[src/rtl/orient_kp_collector.sv]
// orient_kp_collector
//   Sequences keypoint orientation capture around the 7x7 moment unit.
//   Tracks raster position and a 7-column validity history over the incoming
//   column stream, delays each FAST keypoint flag by four clocks to line it up
//   with the moment unit's output, and queues complete (x, y, mx, my) records
//   in a small show-ahead FIFO drained over a valid/ready handshake.
//
// Ports
//   i_clk, i_rst_n          clock, asynchronous active-low reset
//   i_sof, i_sol            frame start (implies row start), row start
//   i_col_valid, i_kp       column present this cycle, centre pixel is a keypoint
//   i_mx, i_my              signed moment-unit outputs (aligned to the 4-deep delay)
//   o_kp_valid, i_kp_ready  FIFO head handshake
//   o_kp_x/y/mx/my          FIFO head record
//   o_overflow              sticky drop flag, cleared on i_sof
//   o_drop_cnt              saturating drop counter (only with ORIENT_DROP_CNT_EN)
//
// Configuration
//   ORIENT_DROP_CNT_EN  adds the 16-bit o_drop_cnt output and its counter.
//
// WIDTH and HEIGHT must fit the 10-bit coordinate fields (<= 1023).

module orient_kp_collector #(
    parameter int WIDTH      = 640,
    parameter int HEIGHT     = 480,
    parameter int FIFO_DEPTH = 4
) (
    input  logic               i_clk,
    input  logic               i_rst_n,
    input  logic               i_sof,
    input  logic               i_sol,
    input  logic               i_col_valid,
    input  logic               i_kp,
    input  logic signed [15:0] i_mx,
    input  logic signed [15:0] i_my,
    output logic               o_kp_valid,
    input  logic               i_kp_ready,
    output logic [9:0]         o_kp_x,
    output logic [9:0]         o_kp_y,
    output logic signed [15:0] o_kp_mx,
    output logic signed [15:0] o_kp_my,
    output logic               o_overflow
`ifdef ORIENT_DROP_CNT_EN
    ,
    output logic [15:0]        o_drop_cnt
`endif
);

    localparam int AW = $clog2(FIFO_DEPTH);
    localparam logic [9:0] W_SAT = 10'(WIDTH);
    localparam logic [9:0] H_SAT = 10'(HEIGHT);

    typedef struct packed {
        logic [9:0]  x;
        logic [9:0]  y;
        logic [15:0] mx;
        logic [15:0] my;
    } rec_t;

    typedef struct packed {
        logic       kp;
        logic [9:0] x;
        logic [9:0] y;
    } kp_t;

    logic [9:0]  x_next;   // index the next non-row-start valid column will take
    logic [9:0]  y_reg;    // current row index
    logic [9:0]  x_cur;
    logic [9:0]  y_cur;
    logic [6:0]  hist;
    kp_t         kp_pipe [4];
    rec_t        mem [FIFO_DEPTH];
    rec_t        wr_rec;
    rec_t        head;
    logic [AW:0] wr_ptr;
    logic [AW:0] rd_ptr;
    logic        empty;
    logic        full;
    logic        pop;
    logic        push;
    logic        drop;
    logic        commit;

    // Position of the column presented this cycle; row/frame starts take
    // effect in the same cycle so the first column of a row is x=0.
    always_comb begin
        x_cur = i_sol ? 10'd0 : x_next;
        y_cur = y_reg;
        if (i_sof)
            y_cur = 10'd0;
        else if (i_sol)
            y_cur = (y_reg < H_SAT) ? y_reg + 10'd1 : H_SAT;
    end

    always_ff @(posedge i_clk or negedge i_rst_n) begin
        if (!i_rst_n) begin
            x_next <= '0;
            y_reg  <= '0;
        end else begin
            if (i_col_valid)
                x_next <= (x_cur < W_SAT) ? x_cur + 10'd1 : W_SAT;
            y_reg <= y_cur;
        end
    end

    // hist[0] is the newest column. A row start discards older columns, so a
    // window touching a previous row, a stall or the image edge is never full.
    always_ff @(posedge i_clk or negedge i_rst_n) begin
        if (!i_rst_n)
            hist <= '0;
        else if (i_sol)
            hist <= {6'b0, i_col_valid};
        else
            hist <= {hist[5:0], i_col_valid};
    end

    // Four stages: a keypoint captured at cycle t sits in stage 3 during t+4,
    // when hist spans columns t-3..t+3 and the moment unit reports column t.
    always_ff @(posedge i_clk or negedge i_rst_n) begin
        if (!i_rst_n) begin
            for (int i = 0; i < 4; i++)
                kp_pipe[i] <= '0;
        end else begin
            kp_pipe[0].kp <= i_col_valid & i_kp & (x_cur < W_SAT) & (y_cur >= 10'd6);
            kp_pipe[0].x  <= x_cur;
            kp_pipe[0].y  <= y_cur - 10'd3;
            for (int i = 1; i < 4; i++)
                kp_pipe[i] <= kp_pipe[i-1];
        end
    end

    assign commit = kp_pipe[3].kp & (hist == 7'h7F);

    assign empty = (wr_ptr == rd_ptr);
    assign full  = (wr_ptr[AW] != rd_ptr[AW]) && (wr_ptr[AW-1:0] == rd_ptr[AW-1:0]);
    assign pop   = ~empty & i_kp_ready;
    // A pop in the same cycle frees the slot, so a full FIFO still accepts.
    assign push  = commit & (~full | pop);
    assign drop  = commit & full & ~pop;

    always_comb begin
        wr_rec    = '0;
        wr_rec.x  = kp_pipe[3].x;
        wr_rec.y  = kp_pipe[3].y;
        wr_rec.mx = i_mx;
        wr_rec.my = i_my;
    end

    always_ff @(posedge i_clk or negedge i_rst_n) begin
        if (!i_rst_n) begin
            wr_ptr <= '0;
            rd_ptr <= '0;
            for (int i = 0; i < FIFO_DEPTH; i++)
                mem[i] <= '0;
        end else begin
            if (push) begin
                mem[wr_ptr[AW-1:0]] <= wr_rec;
                wr_ptr <= wr_ptr + 1'b1;
            end
            if (pop)
                rd_ptr <= rd_ptr + 1'b1;
        end
    end

    // A drop coinciding with a frame start must stay visible.
    always_ff @(posedge i_clk or negedge i_rst_n) begin
        if (!i_rst_n)
            o_overflow <= 1'b0;
        else if (drop)
            o_overflow <= 1'b1;
        else if (i_sof)
            o_overflow <= 1'b0;
    end

`ifdef ORIENT_DROP_CNT_EN
    always_ff @(posedge i_clk or negedge i_rst_n) begin
        if (!i_rst_n)
            o_drop_cnt <= '0;
        else if (i_sof)
            o_drop_cnt <= {15'd0, drop};
        else if (drop && o_drop_cnt != 16'hFFFF)
            o_drop_cnt <= o_drop_cnt + 16'd1;
    end
`endif

    assign head       = mem[rd_ptr[AW-1:0]];
    assign o_kp_valid = ~empty;
    assign o_kp_x     = head.x;
    assign o_kp_y     = head.y;
    assign o_kp_mx    = head.mx;
    assign o_kp_my    = head.my;

endmodule
[config.mk]
export PLATFORM = sky130hd
export DESIGN_NAME = orient_kp_collector
export DESIGN_NICKNAME = d
export VERILOG_FILES = /design/src/rtl/orient_kp_collector.sv
export SDC_FILE = /design/constraint.sdc
export NUM_CORES = 1
export LEC_CHECK = 0
export CAP_MARGIN = 20
export CORE_UTILIZATION = 40
export DETAILED_ROUTE_END_ITERATION = 10
export PLACE_DENSITY = 0.64
export SLEW_MARGIN = 0
export SYNTH_ARGS = -nofsm -noshare
export SYNTH_HDL_FRONTEND = slang
export SYNTH_SLANG_ARGS = --single-unit
[constraint.sdc]
create_clock -name i_clk -period 3 [get_ports i_clk]
set_input_delay 0.6 -clock i_clk [delete_from_list [all_inputs] [get_ports i_clk]]
set_output_delay 0.6 -clock i_clk [all_outputs]
set_load 0.02 [all_outputs]
==> results.toml <==
[cts]
clkTransAtPathRegs_ns = 0.06
insertion_delay_ns = 0.51
cts_buffers = 35
cts_max_path_buffers = 3
htreeDepth = 2
hold_buffers = 0
clock_sinks = 326
cts_tree = "yes"
root_buffer = "clkbuf_16"

[cells_and_area]
diodes = 0
regMostFlops = "mem"
area_delta_synth_final_pct = 20.7
largestRegisters = "mem (208), kp_pipe (84)"
seqCellArea_um2 = 8170
drive_gt1_share_pct = 37.7
final_nets = 965
fill_cells = 2693
largest_reg_flops = 208
multi_input_area_um2 = 4560

[global_routing]
grt_pass1_vias = 7365
grt_pass1_wl_mm = 40.0
grt_max_degree = 73
grt.total_usage_pct = 15.2
grt-ovfl-total = 0
antenna_found_initial = 0

[setup_path]
crit_chain = "buf_12 -> mux4_2 -> clkdlybuf4s50_1"
cp-start-kind = "flip-flop"
required_ns = 2.40
critPathBufInv = 2
rr_endpoint = "mem[172]"
regToRegSetupSlack_ns = 0.53
r2r_start = "rd_ptr[0]"
rr_worst_depth = 8
crit_family = "buffers and inverters"
critPathArrivalTime_ns = 2.34
cpPeakStageDelay_ns = 0.56
crit_fanout = 11
critical_path_class = "flip-flop to primary output"
crit_slowest_cell = "mux4_2"
end_kind = "primary output"
crit_start = "rd_ptr[0]"

[sta]
setup_tns_ns = 0
min_period_ns = 2.94
worst_slack_ns = 0.0627
timing.final.crit_share_pct = 97.9
finalSetupViolations = 0
holdWs_ns = 0.0768
finClkSkew_ns = 0.0212
relSlewSlack_pct = 60.9
worst_pin_slew_ns = 0.587
finalHoldViolations = 0
rsz0062_at_grt = "false"
final-max-slew-violation-count = 0
max_freq_mhz = 340

[power]
p_per_area_nw_per_um2 = 623
power_leakage_uw = 0.00767
ir_worst_vdd_uv = 291

[floorplanning]
coreArea_um2 = 31800
start_util_pct = 41.0
dieArea_um2 = 33300
pin_count = 93
die_w_um = 182
rows = 65
die_h_um = 182

[drt]
ant_nets = 0
wire_per_inst_um = 17.5
drtIter0Drc = 314
vias_per_cell = 5.02
via_count = 6894
wl_mm = 23.9
drt_first_pass_iters = 4
drc = 0

[yosys]
ys_warn_count = 0
syn_avg_cell_area_um2 = 16.5
netlist-cell-type-count = 44
netlist_instances = 790
yosysSeqAreaShare_pct = 62.6
ys_async_sr_fraction_pct = 100
synthFlopType = "dfrtp_1"
netlist_area_um2 = 13000
ys_ff_latch = 326
syn_nets = 838
synth_edf_count = 0

[placement]
place_hpwl_mm = 14.7
post-place-ws_ns = 0.181
gp_congestion = 0.814
portBuffers = 92

[job]
cap_violations = 0

[run_status]
status = "finished clean"

[worst_hold_path]
min_path_type = "primary input to asynchronous set/reset pin"
layout make-up:
cell class                 instances  area share [%]
sequential                       326            51.9
multi-input combinational        417            29.0
timing repair buffer             126            8.67
clock buffer                      48            6.27
tap                              435            3.46
clock inverter                     9           0.398
inverter                          11           0.263
power breakdown:
group,total [µW],internal (µW),switching (µW)
combinational,1220,616,607
sequential,4620,4500,119
clock,3950,2300,1650
placed cells by master, fill, tap and decap left out, types with 3 or more instances in the layout:
cell type	Yosys	layout
nand2_1	17	17
nand2_2	4	4
a21oi_1	8	8
clkbuf_1	7	8
mux4_2	52	52
dlygate4sd2_1	0	7
buf_4	1	21
nor3_1	3	3
mux2_1	3	3
nor2b_1	16	16
o22ai_1	3	3
buf_12	0	13
nor2_1	13	13
clkdlybuf4s50_1	0	73
o31ai_1	4	4
xnor2_1	17	17
ha_1	9	9
clkinv_2	0	6
nand2b_1	4	4
o2bb2ai_1	3	3
dlymetal6s2s_1	0	11
clkbuf_16	0	36
xor2_1	7	7
clkbuf_8	0	4
nand4_1	4	4
inv_1	11	11
nand3_1	10	10
o21ai_0	10	10
mux2_2	206	206
dfrtp_1	326	324
cells in the mapped netlist (2+ instances only):
cell       count  area [µm²]
nand2b_1       4        25.0
ha_1           9         113
inv_1         11        41.3
o2bb2ai_1      3        26.3
o31ai_1        4        30.0
or4_1          2        15.0
o21ai_0       10        50.1
buf_6         15         169
a21oi_1        8        40.0
nor3_1         3        15.0
xnor2_1       17         149
nor4_1         2        12.5
mux2_1         3        33.8
buf_2         12        60.1
nor2b_1       16         100
clkbuf_1       7        26.3
nand2_2        4        25.0
or2_2          2        12.5
xor2_1         7        61.3
mux2_2       206        2320
nor2_1        13        48.8
a21o_1         2        15.0
dfrtp_1      326        8160
nand3_1       10        50.1
nand2_1       17        63.8
nand4_1        4        25.0
o22ai_1        3        18.8
a22o_1         2        17.5
a31oi_1        2        12.5
mux4_2        52        1170
worst max-delay path by stage:
stage | to | cells after the start
2_1_floorplan | kp_pipe[71] | 9
3_3_place_gp | kp_pipe[71] | 9
3_5_place_dp | kp_pipe[71] | 9
4_1_cts | o_kp_my[2] | 3
5_1_grt | o_kp_x[1] | 3
6_report | o_kp_y[0] | 3
kinds of logic after synthesis:
kind of cell | count (synthesis) | share of synthesized area [%]
flip-flops | 326 | 62.6
multiplexers | 261 | 27.1
AND/OR/NAND/NOR | 84 | 3.52
buffers and inverters | 47 | 2.36
AO/OA/AOI/OAI | 39 | 1.96
XOR/XNOR | 24 | 1.61
adder cells (fa/ha/maj) | 9 | 0.864
stage by stage:
stage          instance area, µm²  instances  util (%)  power, µW
2_1_floorplan               13000        790         -       5330
3_3_place_gp                14600       1308      45.9       5860
3_5_place_dp                14600       1308      45.9       5860
4_1_cts                     15600       1367      49.2       9880
5_1_grt                     15700       1372      49.4      10200
6_report                    15700       1372      49.4       9790
layer usage:
layer | wire length (µm) | vias up | global-route usage (%)
li1 | - | 3114 | -
met1 | 10700 | 3651 | 20.5
met2 | 11900 | 99 | 25.0
met3 | 910 | 30 | 2.77
met4 | 393 | 0 | 4.34
met5 | 0 | - | 0
repair_timing:
| action | CTS | global route |
|---|---|---|
| pin swaps | 0 | 0 |
| endpoints found under the setup margin | 44 | 13 |
| setup buffers | 2 | 5 |
| hold endpoints to repair | 0 | 0 |
| gates resized for setup | 8 | 11 |
Power figures use the tool's default switching activity.
